==> src/rtl/nios2_oci_dct_packer.sv <==
// Producer side of the OCI data-capture-trace interface: packs 2-bit trace atoms
// LSB-first into 30-bit words and hands them to trace memory, with an end-of-test flush.
module nios2_oci_dct_packer #(
  parameter  int ATOM_W         = 2,
  parameter  int ATOMS_PER_WORD = 15,
  parameter  int CNT_W          = 4,
  localparam int BUF_W          = ATOM_W * ATOMS_PER_WORD
) (
  input  logic              clk,
  input  logic              reset_n,
  input  logic              atom_valid,
  input  logic [ATOM_W-1:0] atom_data,
  output logic              atom_ready,
  output logic [BUF_W-1:0]  dct_buffer,
  output logic [CNT_W-1:0]  dct_count,
  output logic              word_valid,
  output logic [BUF_W-1:0]  word_data,
  output logic [CNT_W-1:0]  word_count,
  input  logic              word_ready,
  input  logic              test_ending,
  output logic              test_has_ended
);

  typedef enum logic [1:0] {RUN, FLUSH, ENDED} state_e;

  localparam logic [CNT_W-1:0] FULL = CNT_W'(ATOMS_PER_WORD);

  state_e             state_q, state_d;
  logic [BUF_W-1:0]   buf_q, buf_d;
  logic [CNT_W-1:0]   cnt_q, cnt_d;
  logic               wv_q, wv_d;
  logic [BUF_W-1:0]   wd_q, wd_d;
  logic [CNT_W-1:0]   wc_q, wc_d;

  logic slot_free, accept, xfer;

  // State register
  always_ff @(posedge clk) begin
    if (!reset_n) state_q <= RUN;
    else          state_q <= state_d;
  end

  // Next-state logic
  always_comb begin
    state_d = state_q;
    case (state_q)
      RUN:     if (test_ending) state_d = FLUSH;
      FLUSH:   if (cnt_q == '0 && slot_free) state_d = ENDED;
      default: state_d = ENDED;
    endcase
  end

  // Outputs that depend on state only, so atom_ready never loops back through atom_valid
  always_comb begin
    atom_ready     = (state_q == RUN) && (cnt_q != FULL);
    test_has_ended = (state_q == ENDED);
  end

  assign slot_free = !wv_q || word_ready;
  assign accept    = atom_valid && atom_ready;
  // A full buffer can never accept, so transfer and accept are mutually exclusive
  assign xfer      = slot_free && (((state_q == RUN) && (cnt_q == FULL)) ||
                                   ((state_q == FLUSH) && (cnt_q != '0)));

  always_comb begin
    buf_d = buf_q;
    cnt_d = cnt_q;
    wv_d  = wv_q;
    wd_d  = wd_q;
    wc_d  = wc_q;
    if (xfer) begin
      wd_d  = buf_q;
      wc_d  = cnt_q;
      wv_d  = 1'b1;
      buf_d = '0;
      cnt_d = '0;
    end else begin
      if (word_ready) wv_d = 1'b0;
      if (accept) begin
        buf_d = buf_q | (BUF_W'(atom_data) << (ATOM_W * cnt_q));
        cnt_d = cnt_q + CNT_W'(1);
      end
    end
  end

  always_ff @(posedge clk) begin
    if (!reset_n) begin
      buf_q <= '0;
      cnt_q <= '0;
      wv_q  <= 1'b0;
      wd_q  <= '0;
      wc_q  <= '0;
    end else begin
      buf_q <= buf_d;
      cnt_q <= cnt_d;
      wv_q  <= wv_d;
      wd_q  <= wd_d;
      wc_q  <= wc_d;
    end
  end

  assign dct_buffer = buf_q;
  assign dct_count  = cnt_q;
  assign word_valid = wv_q;
  assign word_data  = wd_q;
  assign word_count = wc_q;

endmodule
==> config.mk <==
export PLATFORM = sky130hd
export DESIGN_NAME = nios2_oci_dct_packer
export DESIGN_NICKNAME = d
export VERILOG_FILES = /design/src/rtl/nios2_oci_dct_packer.sv
export SDC_FILE = /design/constraint.sdc
export NUM_CORES = 1
export LEC_CHECK = 0
export BUFFER_PORTS_ARGS = -buffer_cell sky130_fd_sc_hd__buf_4
export CELL_PAD_IN_SITES_DETAIL_PLACEMENT = 2
export CELL_PAD_IN_SITES_GLOBAL_PLACEMENT = 2
export CORE_MARGIN = 2
export CORE_UTILIZATION = 31
export CTS_BUF_LIST = sky130_fd_sc_hd__clkbuf_2
export CTS_CLUSTER_DIAMETER = 40
export CTS_CLUSTER_SIZE = 28
export DETAILED_ROUTE_END_ITERATION = 7
export GPL_ROUTABILITY_DRIVEN = 1
export GPL_TIMING_DRIVEN = 0
export PLACE_DENSITY = 0.81
export SLEW_MARGIN = 40
export SYNTH_ARGS = -nofsm -noshare
export SYNTH_HDL_FRONTEND = slang
export SYNTH_SLANG_ARGS = --single-unit
==> constraint.sdc <==
create_clock -name clk -period 2.2 [get_ports clk]
set_clock_uncertainty 0.05 [all_clocks]
set_input_delay 0.55 -clock clk [delete_from_list [all_inputs] [get_ports clk]]
set_output_delay 0.55 -clock clk [all_outputs]
set_load 0.05 [all_outputs]
==> results of run 1 <==
[what timing repair did]
item / 4_1_cts / 5_1_grt
setup endpoints to repair: 49 / 32
resized for setup: 12 / 8
pin swaps: 1 / 0
buffers inserted: 3 / 4
[power by group]
| part | internal [mW] | switching [mW] | leakage, nW | total [mW] |
|---|---|---|---|---|
| combinational | 0.123 | 0.263 | 0.809 | 0.387 |
| sequential | 1.31 | 0.0190 | 0.575 | 1.33 |
| clock | 0.482 | 0.500 | 0.0856 | 0.982 |
[flip-flops by register name (all words and copies together), names as in the netlist]
name        count
word_count      4
dct_buffer     30
word_data      30
state_q         2
word_valid      1
dct_count       4
[layer usage]
| layer | global-route usage [%] | routed length (um) | vias up |
|---|---|---|---|
| li1 | - | - | 1209 |
| met1 | 23.66 | 3959 | 1275 |
| met2 | 32.61 | 4440 | 54 |
| met3 | 2.434 | 328 | 13 |
| met4 | 5.374 | 135 | 0 |
| met5 | 0 | 0 | - |
[cells by family after synthesis]
group / after synthesis / share of synthesized area [%]
adders and majority gates: 2 / 0.9094
AOI/OAI and AO/OA: 42 / 9.277
buffers and inverters: 26 / 4.729
xor gates and xnor gates: 1 / 0.3184
and+or+nand+nor: 133 / 21.10
DFF: 71 / 51.66
muxes: 33 / 12.01
[worst min-delay path: stages]
cell	delay, ps
buf_4	80
o21ai_0	60
nor3_1	120
[cell usage after synthesis]
cell | n | area share [%]
mux2i_1 | 33 | 12
and4b_1 | 1 | 0.36
a211oi_1 | 2 | 0.55
o41ai_4 | 1 | 1.0
buf_1 | 1 | 0.14
nor4b_1 | 1 | 0.32
clkbuf_1 | 13 | 1.8
nand2b_1 | 3 | 0.68
nand4bb_1 | 1 | 0.41
buf_6 | 3 | 1.2
dfxtp_1 | 71 | 52
xnor2_1 | 1 | 0.32
and2_1 | 2 | 0.45
a21oi_2 | 2 | 0.64
nand2_1 | 71 | 9.7
nor3_1 | 7 | 1.3
ha_1 | 2 | 0.91
buf_2 | 5 | 0.91
nor2_1 | 35 | 4.8
o31ai_1 | 1 | 0.27
nor3b_1 | 2 | 0.55
nand4_1 | 1 | 0.23
or4b_4 | 1 | 0.50
nand3_1 | 2 | 0.36
a21boi_0 | 1 | 0.27
o21a_1 | 2 | 0.55
buf_4 | 1 | 0.27
nor2b_1 | 5 | 1.1
a21oi_1 | 32 | 5.8
o21ai_0 | 1 | 0.18
nor3_2 | 1 | 0.36
inv_1 | 3 | 0.41
[path summary, 6_finish.rpt]
path / depth (start not counted) / start / endpoint
min: 3 / test_ending / state_q[0]
max: 4 / dct_count[1] / atom_ready
min reg2reg: 2 / dct_buffer[7] / word_data[7]
max reg2reg: 9 / dct_count[1] / dct_buffer[7]
[per-stage QoR]
| stage | total power [mW] | cells | setup WS, ps | hold slack [ps] | utilization (%) |
|---|---|---|---|---|---|
| 6_report | 2.697 | 514 | 34.74 | 281.4 | 42.95 |
| 5_1_grt | 2.805 | 514 | -27.48 | 286.8 | 42.95 |
| 3_5_place_dp | 1.710 | 492 | -81.89 | 407.6 | 39.97 |
| 4_1_cts | 2.691 | 510 | 34.68 | 280.8 | 42.40 |
| 2_1_floorplan | 1.598 | 308 | 22.43 | 579.0 | - |
| 3_3_place_gp | 1.701 | 492 | -1.669 | 394.2 | 39.97 |
[final cells by class]
cell class	count	area, sq um	share of cell area [%]
well taps	108	135.1	3.625
flip-flops and latches	71	1434	38.47
repair buffers	83	626.9	16.82
multi-input cells	211	1229	32.96
clock inverters	6	110.1	2.954
clock buffers	9	45.04	1.208
plain buffers	23	136.4	3.659
inverters	3	11.26	0.3021
==> flow_summary.toml, run 1 <==
[clock_network]
clk_latency_ps = 530
cts_hold_buf = 0
cts_tree = "yes"
path_clk_slew_ps = 220
clock_sinks = 71
htree_levels = 3
numCtsBuffers = 9
cts_root_buf = "clkbuf_2"
cts_buffer_depth = 2

[synthesis]
synth_cells = 308
synth_seq_area_share_pct = 51.66
ys_warn_count = 0
netlist_area_sq_mm = 0.002751
ys_types = 32
syn_nets = 317
avgSynthCellArea_sq_um = 8.933
ys_seq_elements = 71

[cells_and_area]
final_common_cell = "buf_4"
area_growth_pct = 35.47
mostFrequentLayoutCells = "buf_4, nand2_1, dfxtp_1"
num_antenna_cells = 0
drive_gt1_share_pct = 29.56
post-route-cell-area_sq_mm = 0.003727
fin_nets = 411
fillCellCount = 993

[worst_setup_path]
r2r_slack_ps = 110
critPathTopFamily = "flip-flops"
cpMaxStageDelayCell = "dfxtp_4"
path_buf_inv = 1
worstPathArrival_ps = 1570
crit_chain = "ha_4, nand3_2, nor3b_4, buf_6"
critPathMaxFanout = 3
crit_type = "reg -> out"
start_kind = "register"
worst_ep_required_time_ps = 1600
cpPeakStageDelay_ps = 410
cp-end-kind = "primary output"

[sta]
finalHoldViolations = 0
period_needed_ps = 2165
period_share_pct = 98.42
setup_viol = 0
max_freq_mhz = 461.8
fin_tns_setup_ps = 0
relSlewSlack_pct = 52.69
tightest_slew_ps = 708.1
slew_viol_final = 0

[global_routing]
grt_pass1_vias = 2674
overflow = 0
grt_use_total_pct = 18.49
grt_pass1_wl_um = 14240
antenna_found_initial = 0
grt_max_degree = 13

[detailed_routing]
drc = 0
detail_route.wl_per_cell_um = 17.25
viasPerCell = 4.963
routed_wl_um = 8864
drt_first_pass_iters = 4
ant_nets = 0
drt-initial-drc-count = 69
vias = 2551

[pwr]
peakVddDrop_mv = 0.2264
powerDensity_mw_per_mm2 = 723.6
p_leak_nw = 1.470

[die]
fp.coreArea_sq_mm = 0.008678
die_h_um = 98.21
start_util_pct = 31.70
top_level_ports = 78
dieArea_sq_mm = 0.009645
row_count = 34
die_w_um = 98.21

[placement]
port_buffers = 76
place_area_sq_mm = 0.003468
place_congestion = 0.7711
dp_hpwl_um = 6155

[hold_path]
hold_class = "in -> reg"

[run]
max_cap_violations = 0

[status]
outcome = "finished clean"
Power figures use the tool's default switching activity.
==> inputs of run 2 (changes only) <==
==> constraint.sdc (replaced) <==
create_clock -name clk -period 2.2 [get_ports clk]
set_clock_uncertainty 0.05 [all_clocks]
set_input_delay 0.55 -clock clk [delete_from_list [all_inputs] [get_ports clk]]
set_output_delay 0.55 -clock clk [all_outputs]
set_load 0.01 [all_outputs]
==> run 2 against run 1 <==
Net effect:
- worst setup slack better by 67 ps
- die area stayed put
- utilization is 0.55 points lower
- design area fell by 1.3%
- via count is 1.4% lower
- non-clock buffer count decreased by 2
- first-iteration DRC count fell by 26%
- critical path type is now reg -> reg
==> flow_summary.toml, run 2 (synthesis results as in run 1) <==
[worst_setup_path]
timing.critical_path.mode_cell = "clkbuf_4"
r2r_slack_ps = 100
critPathTopFamily = "buffers and inverters"
critPathMaxFanout = 10
path_buf_inv = 4
r2r_start = "dct_count[1]"
crit_chain = "clkbuf_4, inv_1, ha_1, nand2b_1, a21oi_2, o41ai_4, buf_4, clkbuf_4, nor2_1"
worst_ep_required_time_ps = 2520
r2r-end = "dct_buffer[18]"
cpMaxStageDelayCell = "dfxtp_4"
crit_type = "reg -> reg"
reg2regPathDepth = 9
start_kind = "register"
cp-end-kind = "register"
worstPathArrival_ps = 2420
setup.worst_path.start = "dct_count[1]"
cpPeakStageDelay_ps = 410

[placement]
port_buffers = 76
place_congestion = 0.7995
dp_hpwl_um = 6135
dp.cells = 492

[sta]
relSlewSlack_pct = 58.91
period_share_pct = 95.38
max_freq_mhz = 476.6
setup_viol = 0
rsz0062_at_grt = "false"
slew_viol_final = 0
finalHoldViolations = 0
period_needed_ps = 2098
tightest_slew_ps = 615.0

[cells_and_area]
finish.utilization_pct = 42.40
mostFrequentLayoutCells = "buf_4, nand2_1, dfxtp_1"
area_growth_pct = 33.74
fin_nets = 409
final_common_cell = "buf_4"
fillCellCount = 1008
num_antenna_cells = 0
instances_no_fill = 513
drive_gt1_share_pct = 29.38

[clock_network]
cts_tree = "yes"
path_clk_slew_ps = 220
numCtsBuffers = 9
clock_sinks = 71
htree_levels = 3
cts_root_buf = "clkbuf_2"
clk_latency_ps = 480
cts_buffer_depth = 2

[die]
die_h_um = 98.21
top_level_ports = 78
dieArea_sq_mm = 0.009645
start_util_pct = 31.70
die_w_um = 98.21
row_count = 34
fp.coreArea_sq_mm = 0.008678

[detailed_routing]
detail_route.wl_per_cell_um = 16.93
vias = 2516
routed_wl_um = 8683
drt-initial-drc-count = 51
drc = 0
drt_first_pass_iters = 4
ant_nets = 0
viasPerCell = 4.904

[status]
outcome = "finished clean"

[run]
max_cap_violations = 0

[global_routing]
grt_use_total_pct = 18.01
overflow = 0
antenna_found_initial = 0
grt_max_degree = 13
grt_pass1_vias = 2616
grt_pass1_wl_um = 13830

[hold_path]
min-delay-start = "test_ending"
hold_class = "in -> reg"
min_to = "state_q[0]"
holdPathStages = 3

[pwr]
peakVddDrop_mv = 0.2576
powerDensity_mw_per_mm2 = 677.6
p_leak_nw = 1.449
-- run 2: cell types whose count changed in the layout (fill, tap and decap cells not counted) --
cell / previous run / this run
clkbuf_4: 5 / 4
nor3b_2: 0 / 1
nor3b_4: 1 / 0
bufinv_16: 3 / 2
clkinv_2: 0 / 1
buf_6: 4 / 3
buf_2: 1 / 2
buf_4: 84 / 83
clkbuf_2: 9 / 10
-- run 2: worst max-delay path by stage --
| stage | endpoint | slack (ps) | depth (start not counted) |
|---|---|---|---|
| finish | dct_buffer[18] | 100 | 9 |
| global route | dct_count[0] | 5 | 9 |
| CTS | atom_ready | 30 | 4 |
| detailed placement | dct_buffer[14] | -100 | 8 |
| global placement | dct_buffer[18] | -2 | 8 |
| floorplan | dct_buffer[10] | 330 | 8 |
-- run 2: worst reg2reg max path, cell delays in order (launching register included) --
cell      delay (ps)
dfxtp_4          410
clkbuf_4         200
inv_1             80
ha_1             170
nand2b_1         140
a21oi_2          120
o41ai_4          360
buf_4            210
clkbuf_4         210
nor2_1            70
-- run 2: metal layers --
| layer | wire (um) | part of all wire, % | global-route usage (%) | vias up |
|---|---|---|---|---|
| met4 | 83 | 0.96 | 5.058 | 0 |
| met3 | 331 | 3.8 | 3.364 | 5 |
| met5 | 0 | 0 | 0 | - |
| met2 | 4368 | 50 | 31.14 | 53 |
| met1 | 3899 | 45 | 23.03 | 1256 |
| li1 | - | - | - | 1202 |
-- run 2: power by group --
part | internal [mW] | leakage, nW | switching, mW | total [mW]
combinational | 0.118 | 0.794 | 0.193 | 0.311
clock | 0.378 | 0.0795 | 0.476 | 0.854
sequential | 1.31 | 0.575 | 0.0192 | 1.33
total | 1.80 | 1.45 | 0.689 | 2.49
-- run 2: timing repair --
| action | 4_1_cts | 5_1_grt |
|---|---|---|
| cloned | 0 | 0 |
| resized for setup | 10 | 9 |
| hold buffers | 0 | 0 |
| pin swaps | 0 | 2 |
| buffers inserted | 2 | 3 |
| endpoints found under the setup margin | 31 | 31 |
-- run 2: final cells by class --
| cell class | count | area (sq um) | area share [%] |
|---|---|---|---|
| tap | 108 | 135.1 | 3.672 |
| buffer | 23 | 133.9 | 3.638 |
| timing repair buffer | 81 | 608.1 | 16.52 |
| sequential | 71 | 1434 | 38.97 |
| multi-input combinational | 211 | 1222 | 33.22 |
| clock inverter | 6 | 85.08 | 2.312 |
| inverter | 3 | 11.26 | 0.3060 |
| clock buffer | 10 | 50.05 | 1.360 |
-- run 2: metrics by stage --
step	power (mW)	cell area, sq um	hold slack, ps	setup TNS (ps)	setup WS [ps]
global route	2.629	3680	279.1	0	4.841
finish	2.494	3680	317.5	0	101.7
detailed placement	1.634	3457	404.2	-2309	-104.8
floorplan	1.527	2751	429.0	0	333.3
global placement	1.626	3457	393.6	-2.331	-1.527
CTS	2.515	3632	283.3	0	30.18
